## src/rtl/ej32_pkg.sv

```systemverilog
// Shared types, opcode constants and decode helpers for the eJ32 branch unit.
package ej32_pkg;

   typedef logic [7:0] opcode_t;

   typedef enum logic [1:0] {
      IDLE = 2'd0,
      OPH  = 2'd1,
      OPL  = 2'd2,
      EXEC = 2'd3
   } br_state_e;

   localparam opcode_t OP_IFEQ          = 8'h99;
   localparam opcode_t OP_IFNE          = 8'h9A;
   localparam opcode_t OP_IFLT          = 8'h9B;
   localparam opcode_t OP_IFGE          = 8'h9C;
   localparam opcode_t OP_IFGT          = 8'h9D;
   localparam opcode_t OP_IFLE          = 8'h9E;
   localparam opcode_t OP_IF_ICMPEQ     = 8'h9F;
   localparam opcode_t OP_IF_ICMPNE     = 8'hA0;
   localparam opcode_t OP_IF_ICMPLT     = 8'hA1;
   localparam opcode_t OP_IF_ICMPGE     = 8'hA2;
   localparam opcode_t OP_IF_ICMPGT     = 8'hA3;
   localparam opcode_t OP_IF_ICMPLE     = 8'hA4;
   localparam opcode_t OP_GOTO          = 8'hA7;
   localparam opcode_t OP_JSR           = 8'hA8;
   localparam opcode_t OP_RET           = 8'hA9;
   localparam opcode_t OP_JRETURN       = 8'hB1;
   localparam opcode_t OP_INVOKEVIRTUAL = 8'hB6;
   // eForth extensions live in the unused 0xCA..0xCD slots
   localparam opcode_t OP_DONEXT        = 8'hCA;
   localparam opcode_t OP_DUPR          = 8'hCB;
   localparam opcode_t OP_POPR          = 8'hCC;
   localparam opcode_t OP_PUSHR         = 8'hCD;

   // Ops followed by a 16-bit big-endian operand in the byte stream.
   function automatic logic has_operand(input opcode_t op);
      return ((op >= OP_IFEQ) && (op <= OP_IF_ICMPLE)) || (op == OP_GOTO) ||
             (op == OP_JSR) || (op == OP_INVOKEVIRTUAL) || (op == OP_DONEXT);
   endfunction

   // Everything this unit knows how to resolve; the rest raises ill.
   function automatic logic is_legal(input opcode_t op);
      return has_operand(op) || (op == OP_RET) || (op == OP_JRETURN) ||
             (op == OP_PUSHR) || (op == OP_POPR) || (op == OP_DUPR);
   endfunction

endpackage

```

## src/rtl/ej32_br_unit_rstack.sv

```systemverilog
// Return stack: register-array LIFO. Push beats pop beats in-place update;
// full/empty guard every write so callers only need to flag the error.
module ej32_rstack
   import ej32_pkg::*;
#(
   parameter int DSZ      = 32,
   parameter int RS_DEPTH = 16
) (
   input  logic                        clk,
   input  logic                        rst,
   input  logic                        push,
   input  logic                        pop,
   input  logic                        upd,
   input  logic [DSZ-1:0]              wdata,
   output logic [DSZ-1:0]              top,
   output logic [$clog2(RS_DEPTH):0]   cnt,
   output logic                        full,
   output logic                        empty
);

   localparam int AW = $clog2(RS_DEPTH);

   logic [DSZ-1:0] mem [RS_DEPTH];
   logic [AW:0]    cnt_q;
   logic [AW-1:0]  top_idx;

   // Low bits wrap to RS_DEPTH-1 when full, which is exactly the top slot.
   assign top_idx = cnt_q[AW-1:0] - AW'(1);
   assign full    = (cnt_q == (AW+1)'(RS_DEPTH));
   assign empty   = (cnt_q == '0);
   assign top     = empty ? '0 : mem[top_idx];
   assign cnt     = cnt_q;

   // Stack pointer and storage update.
   always_ff @(posedge clk or negedge rst) begin
      if (!rst) begin
         cnt_q <= '0;
         for (int i = 0; i < RS_DEPTH; i++) mem[i] <= '0;
      end else if (push) begin
         if (!full) begin
            mem[cnt_q[AW-1:0]] <= wdata;
            cnt_q              <= cnt_q + (AW+1)'(1);
         end
      end else if (pop) begin
         if (!empty) cnt_q <= cnt_q - (AW+1)'(1);
      end else if (upd) begin
         if (!empty) mem[top_idx] <= wdata;
      end
   end

endmodule

```

## src/rtl/ej32_br_unit.sv

```systemverilog
// eJ32 branching and return-stack unit: accepts one decoded op, fetches its
// 16-bit operand if any, resolves the next IP and maintains the return stack.
//
//   state | meaning
//   IDLE  | op_rdy high, waiting for an opcode
//   OPH   | waiting for operand high byte
//   OPL   | waiting for operand low byte
//   EXEC  | done pulse, return-stack update, back to IDLE
module ej32_br_unit
   import ej32_pkg::*;
#(
   parameter int DSZ      = 32,
   parameter int ASZ      = 17,
   parameter int RS_DEPTH = 16,
   parameter int REL      = 1
) (
   input  logic                       clk,
   input  logic                       rst,
   input  logic                       op_vld,
   output logic                       op_rdy,
   input  opcode_t                    op,
   input  logic [ASZ-1:0]             op_pc,
   input  logic [DSZ-1:0]             t,
   input  logic [DSZ-1:0]             s,
   input  logic                       b_vld,
   output logic                       b_rdy,
   input  logic [7:0]                 b_data,
   output logic                       done,
   output logic                       taken,
   output logic [ASZ-1:0]             tgt,
   output logic                       t_we,
   output logic [DSZ-1:0]             t_o,
   output logic [DSZ-1:0]             r_o,
   output logic [$clog2(RS_DEPTH):0]  rp_o,
   output logic [2:0]                 err,
   input  logic                       err_clr
);

   localparam bit IS_REL = (REL != 0);

   br_state_e      state;
   opcode_t        op_q;
   logic [ASZ-1:0] pc_q;
   logic [DSZ-1:0] t_q, s_q;
   logic [7:0]     hi_q;

   logic [DSZ-1:0] r_top;
   logic           rs_full, rs_empty;
   logic           rs_push, rs_pop, rs_upd;
   logic [DSZ-1:0] rs_wdata;
   logic [2:0]     err_new;

   // Results are resolved while entering EXEC: from the live inputs when a
   // no-operand op is accepted, from the latched op once the low byte lands.
   opcode_t        src_op;
   logic [ASZ-1:0] src_pc;
   logic [DSZ-1:0] src_t, src_s;
   logic [15:0]    src_off;
   logic signed [15:0]  off_s;
   logic signed [DSZ:0] s_x, t_x;
   logic [ASZ-1:0] ft, jmp_tgt, exec_ret;
   logic           t_zero, t_neg, s_eq, s_lt;
   logic           res_taken, res_twe, load_res;
   logic [ASZ-1:0] res_tgt;
   logic [DSZ-1:0] res_to;

   assign op_rdy   = (state == IDLE);
   assign b_rdy    = (state == OPH) || (state == OPL);
   assign src_op   = op_rdy ? op    : op_q;
   assign src_pc   = op_rdy ? op_pc : pc_q;
   assign src_t    = op_rdy ? t     : t_q;
   assign src_s    = op_rdy ? s     : s_q;
   assign src_off  = {hi_q, b_data};
   assign off_s    = src_off;
   assign ft       = src_pc + (has_operand(src_op) ? ASZ'(3) : ASZ'(1));
   assign jmp_tgt  = IS_REL ? (src_pc + ASZ'(off_s)) : ASZ'(src_off);
   assign exec_ret = pc_q + ASZ'(3);
   assign t_zero   = (src_t == '0);
   assign t_neg    = src_t[DSZ-1];
   // One extra sign bit makes the signed compare exact for all operands.
   assign s_x      = {src_s[DSZ-1], src_s};
   assign t_x      = {src_t[DSZ-1], src_t};
   assign s_eq     = (src_s == src_t);
   assign s_lt     = (s_x < t_x);
   assign load_res = ((state == IDLE) && op_vld && !has_operand(op)) ||
                     ((state == OPL) && b_vld);
   assign r_o      = r_top;

   // Branch resolution: condition, target and TOS write-back.
   always_comb begin
      res_taken = 1'b0;
      res_tgt   = ft;
      res_twe   = 1'b0;
      res_to    = '0;
      case (src_op)
         OP_IFEQ:          res_taken = t_zero;
         OP_IFNE:          res_taken = !t_zero;
         OP_IFLT:          res_taken = t_neg;
         OP_IFGE:          res_taken = !t_neg;
         OP_IFGT:          res_taken = !t_neg && !t_zero;
         OP_IFLE:          res_taken = t_neg || t_zero;
         OP_IF_ICMPEQ:     res_taken = s_eq;
         OP_IF_ICMPNE:     res_taken = !s_eq;
         OP_IF_ICMPLT:     res_taken = s_lt;
         OP_IF_ICMPGE:     res_taken = !s_lt;
         OP_IF_ICMPGT:     res_taken = !s_lt && !s_eq;
         OP_IF_ICMPLE:     res_taken = s_lt || s_eq;
         OP_GOTO,
         OP_INVOKEVIRTUAL: res_taken = 1'b1;
         OP_JSR: begin
            res_taken = 1'b1;
            res_twe   = 1'b1;
            res_to    = DSZ'(ft);
         end
         OP_RET,
         OP_JRETURN: begin
            res_taken = 1'b1;
            res_tgt   = r_top[ASZ-1:0];
         end
         OP_DONEXT:        res_taken = !rs_empty && (r_top != '0);
         OP_POPR,
         OP_DUPR: begin
            res_twe = 1'b1;
            res_to  = r_top;
         end
         default: ;
      endcase
      if (res_taken && has_operand(src_op)) res_tgt = jmp_tgt;
   end

   // Return-stack side effects and error detection for the op in EXEC.
   always_comb begin
      rs_push  = 1'b0;
      rs_pop   = 1'b0;
      rs_upd   = 1'b0;
      rs_wdata = t_q;
      err_new  = 3'b000;
      if (state == EXEC) begin
         case (op_q)
            OP_INVOKEVIRTUAL: begin
               rs_push  = 1'b1;
               rs_wdata = DSZ'(exec_ret);
            end
            OP_PUSHR:         rs_push = 1'b1;
            OP_JRETURN,
            OP_POPR:          rs_pop  = 1'b1;
            OP_DONEXT: begin
               // Empty reads as zero, so it falls into the pop path and flags unf.
               if (r_top == '0) begin
                  rs_pop = 1'b1;
               end else begin
                  rs_upd   = 1'b1;
                  rs_wdata = r_top - DSZ'(1);
               end
            end
            default:          err_new[2] = !is_legal(op_q);
         endcase
         err_new[0] = rs_push && rs_full;
         err_new[1] = (rs_pop || rs_upd) && rs_empty;
      end
   end

   // Control FSM with registered completion outputs and sticky errors.
   always_ff @(posedge clk or negedge rst) begin
      if (!rst) begin
         state <= IDLE;
         op_q  <= '0;
         pc_q  <= '0;
         t_q   <= '0;
         s_q   <= '0;
         hi_q  <= '0;
         done  <= 1'b0;
         taken <= 1'b0;
         tgt   <= '0;
         t_we  <= 1'b0;
         t_o   <= '0;
         err   <= 3'b000;
      end else begin
         // A fresh error beats a simultaneous clear.
         err <= (err_clr ? 3'b000 : err) | err_new;
         if (load_res) begin
            done  <= 1'b1;
            taken <= res_taken;
            tgt   <= res_tgt;
            t_we  <= res_twe;
            t_o   <= res_to;
         end
         case (state)
            IDLE: begin
               if (op_vld) begin
                  op_q  <= op;
                  pc_q  <= op_pc;
                  t_q   <= t;
                  s_q   <= s;
                  state <= has_operand(op) ? OPH : EXEC;
               end
            end
            OPH: begin
               if (b_vld) begin
                  hi_q  <= b_data;
                  state <= OPL;
               end
            end
            OPL: begin
               if (b_vld) state <= EXEC;
            end
            EXEC: begin
               done  <= 1'b0;
               taken <= 1'b0;
               t_we  <= 1'b0;
               state <= IDLE;
            end
            default: state <= IDLE;
         endcase
      end
   end

   ej32_rstack #(
      .DSZ      (DSZ),
      .RS_DEPTH (RS_DEPTH)
   ) u_rstack (
      .clk   (clk),
      .rst   (rst),
      .push  (rs_push),
      .pop   (rs_pop),
      .upd   (rs_upd),
      .wdata (rs_wdata),
      .top   (r_top),
      .cnt   (rp_o),
      .full  (rs_full),
      .empty (rs_empty)
   );

endmodule

```

## config.mk

```make
export PLATFORM = sky130hd
export DESIGN_NAME = ej32_br_unit
export DESIGN_NICKNAME = d
export VERILOG_FILES = /design/src/rtl/ej32_pkg.sv /design/src/rtl/ej32_br_unit_rstack.sv /design/src/rtl/ej32_br_unit.sv
export SDC_FILE = /design/constraint.sdc
export NUM_CORES = 2
export LEC_CHECK = 0
export CORE_MARGIN = 3
export CORE_UTILIZATION = 60
export DETAILED_ROUTE_END_ITERATION = 8
export DONT_BUFFER_PORTS = 1
export MAX_ROUTING_LAYER = met4
export PLACE_DENSITY = 0.82
export SETUP_SLACK_MARGIN = 0.02
export SYNTH_ARGS = -nofsm -noshare
export SYNTH_HDL_FRONTEND = slang
export SYNTH_SLANG_ARGS = --single-unit
```

## constraint.sdc

```tcl
create_clock -name clk -period 12.1 [get_ports clk]
set_input_delay 1.815 -clock clk [delete_from_list [all_inputs] [get_ports clk]]
set_output_delay 1.815 -clock clk [all_outputs]
set_load 0.01 [all_outputs]
```

==> impl_results.md <==
- Outcome: finished with violations
- Violated checks: max-slew violations
- Die X: 256 um
- R2r startpoint: u_rstack.cnt[0]$_DFFE_PN0P_
- Fmax: 128 MHz
- Die Y: 256 um
- Slowest cell delay on critical path: 1.28 ns
- FF-to-FF End: u_rstack.mem[70]$_DFFE_PN0P_
- Cells along the critical path: inv_1 > ha_4 > buf_4 > buf_4 > mux4_2 > o22ai_1 > o22ai_1 > a21oi_1 > and4_1 > a31oi_2 > a21oi_1 > a31oi_1
- IO Count: 196
- DR iter-0 viols: 5,733
- Ratio of final minimum period to clock period: 64.6%
- Synth async-reset ratio: 100%
- Residual DRC: 0
- Final setup TNS: 0 ns
- P&R area growth vs syn: 6.90%
- Combinational share of power: 51.6%
- Pin count of the biggest net entering global routing: 672
- Final Cell Area: 0.0401 mm^2
- Placed Area: 0.0377 mm^2
- Hold buffer count at cts: 0
- Clock power frac: 21.1%
- Critical path's slowest cell: a21oi_1
- Starting Density: 60.7%
- Unique masters post-synth: 92
- GRT Total Usage: 41.7%
- Int Pwr: 5.79 mW
- WHS Path Cells: 1
- VDD IR max: 0.000200 V
- Worst setup SP type: flip-flop
- Sw power: 5.16 mW
- Clk sinks: 671
- Post-Syn Instances: 3,472
- Layout cells sized above 1: 17.9%
- Post-synth EDFFs: 0
- Critical Path AT: 8.26 ns
- Final hold violations: 0
- Die ar.: 0.0656 mm^2
- Top cell type's share of synthesized area: 44.7%
- YS warnings: 0
- Antenna violations before repair: 3
- Routed wire length: 136,000 um
- Yosys top cell by area: dfrtp_1
- Static leakage: 16.8 nW
- CTS resizes: 0
- Root Buffer: clkbuf_16
- H-Tree Depth: 3
- Post-Syn Area: 0.0375 mm^2
- IO buf count: 0
- Via count: 33,700
- Syn Area/Cell: 10.8 um^2
- Hold Crit Class: reg2reg
- GP Congestion: 0.968
- Row count: 91
- Rel. slew slack: -134%
- Register area share after synthesis: 44.7%
- Fill count: 4,525
- Core Region: 0.0618 mm^2
- Clock Latency Late Sink: 0.65 ns
- Power density cells: 273 mW/mm^2
- Worst hold margin: 0.504 ns
- Worst setup startpoint: u_rstack.cnt[0]$_DFFE_PN0P_
- End of the critical path: u_rstack.mem[70]$_DFFE_PN0P_
- Postcts setup bufs: 0
- Pins Over Slew Limit: 602
- Least-Margin Pin Slew: 3.51 ns
- Main flop type after synthesis: dfrtp_1
- Min Tclk post-route: 7.82 ns
- Final Skew: 0.0291 ns
- Post-synth top cells: dfrtp_1, a211oi_1, a31oi_1
- CP Class: reg2reg
- Most common cell in the netlist: dfrtp_1
- Fin cells: 4,133
- CTS Buffer Depth: 3
- # nets final: 3,409
- Gr ovfl total: 0
- Synth area leaders: dfrtp_1, a211oi_1, mux4_2
- CTS tree: done
- Post-Place Cells: 4,001
- CTS clock-pin slew for the worst setup and hold paths: 0.06 ns
- First-pass GRT wire length: 205,000 um
- Max Cap Viol: 0
- Final setup fails: 0
- Worst Path Max Fanout: 50
- DR vias/cell: 8.16
- Overall power: 10.9 mW
- Post-DP HPWL: 79,700 um
- Num CTS Buffers: 71
- Syn Nets: 3,643
- #FFs+latches synth: 671
- R2R cell count: 12
- Seq pwr share: 27.3%
- DR WL/cell: 32.9 um
- WP data required: 12.54 ns
- R2r setup slk: 4.28 ns
- Crit end category: flip-flop
- Vias in the first global route: 33,300
- RSZ-0062 raised after global routing: no
- Switch share: 47.1%
- Antenna-violating nets left: 0
- Drt first pass iters: 8
-- how the worst min path moves through the flow --
| stage | from | to |
|---|---|---|
| after floorplan | s_q[10]$_DFFE_PN0P_ | s_q[10]$_DFFE_PN0P_ |
| after global placement | s_q[10]$_DFFE_PN0P_ | s_q[10]$_DFFE_PN0P_ |
| after detailed placement | s_q[19]$_DFFE_PN0P_ | s_q[19]$_DFFE_PN0P_ |
| after CTS | s_q[19]$_DFFE_PN0P_ | s_q[19]$_DFFE_PN0P_ |
| after global routing | s_q[11]$_DFFE_PN0P_ | s_q[11]$_DFFE_PN0P_ |
| final | s_q[21]$_DFFE_PN0P_ | s_q[21]$_DFFE_PN0P_ |
-- area by class of cell --
cell class	count	area (um^2)	share of cell area, %
antenna	3	7.51	0.0187
clock inverter	20	253	0.630
sequential	671	16800	41.8
clock buffer	108	2190	5.46
timing repair buffer	94	709	1.77
multi-input combinational	2357	19000	47.3
inverter	43	161	0.402
tap	837	1050	2.61
-- critical path, delay by kind of cell, from the launching register on --
family,cells,cell delay (ns)
muxes,1,0.41
and+or+nand+nor,1,0.87
AOI/OAI and AO/OA,6,3.08
buffers and inverters,3,1.73
adders and majority gates,1,0.72
DFF,1,0.67
-- state kept, by name (all words and copies together), names as in the netlist --
name          cells
u_rstack.cnt      5
op_q              8
s_q              32
err               3
t_q              32
state             2
tgt              17
t_o              32
pc_q             17
hi_q              8
taken             1
u_rstack.mem    512
t_we              1
done              1
-- cell usage in the layout (no fill, tap or decap), types with 41 or more instances in the layout --
cell / n
ha_1: 63
a31oi_1: 439
a211oi_1: 456
nand2_1: 120
a21oi_1: 142
o22ai_1: 69
clkbuf_16: 75
mux2i_1: 64
nor3_1: 108
dfrtp_1: 670
inv_1: 42
o21ai_0: 41
nand3_1: 44
buf_4: 93
mux4_2: 124
mux2_2: 141
xnor2_1: 46
nor2_1: 102
-- kinds of logic after synthesis --
kind of cell | share of synthesized area [%]
buffers and inverters | 5.62
flip-flops | 44.7
adder cells (fa/ha/maj) | 2.36
AND/OR/NAND/NOR | 7.62
XOR/XNOR | 1.49
multiplexers | 13.4
AO/OA/AOI/OAI | 24.8
-- power by group through the flow --
stage	registers [mW]	logic, mW	clock network, mW
2_1_floorplan	2.84	3.78	0
3_3_place_gp	2.98	5.21	0
3_5_place_dp	3.01	5.35	0
4_1_cts	2.97	5.38	2.29
5_1_grt	3.02	5.84	2.39
6_report	2.99	5.65	2.31
-- routing by layer --
layer / track usage, % / share of wire (%) / vias to the layer above
met5: - / 0 / -
met4: 24.5 / 7.4 / 0
met3: 16.0 / 15 / 892
met2: 59.2 / 43 / 3103
met1: 50.8 / 34 / 16500
li1: - / - / 13200
-- stage by stage --
stage | util (%) | setup slack [ns]
after floorplan | - | 6.28
after global placement | 60.9 | 5.07
after detailed placement | 60.9 | 4.76
after CTS | 64.9 | 4.73
after global routing | 64.9 | 4.15
final | 64.9 | 4.28
Power figures use the tool's default switching activity.
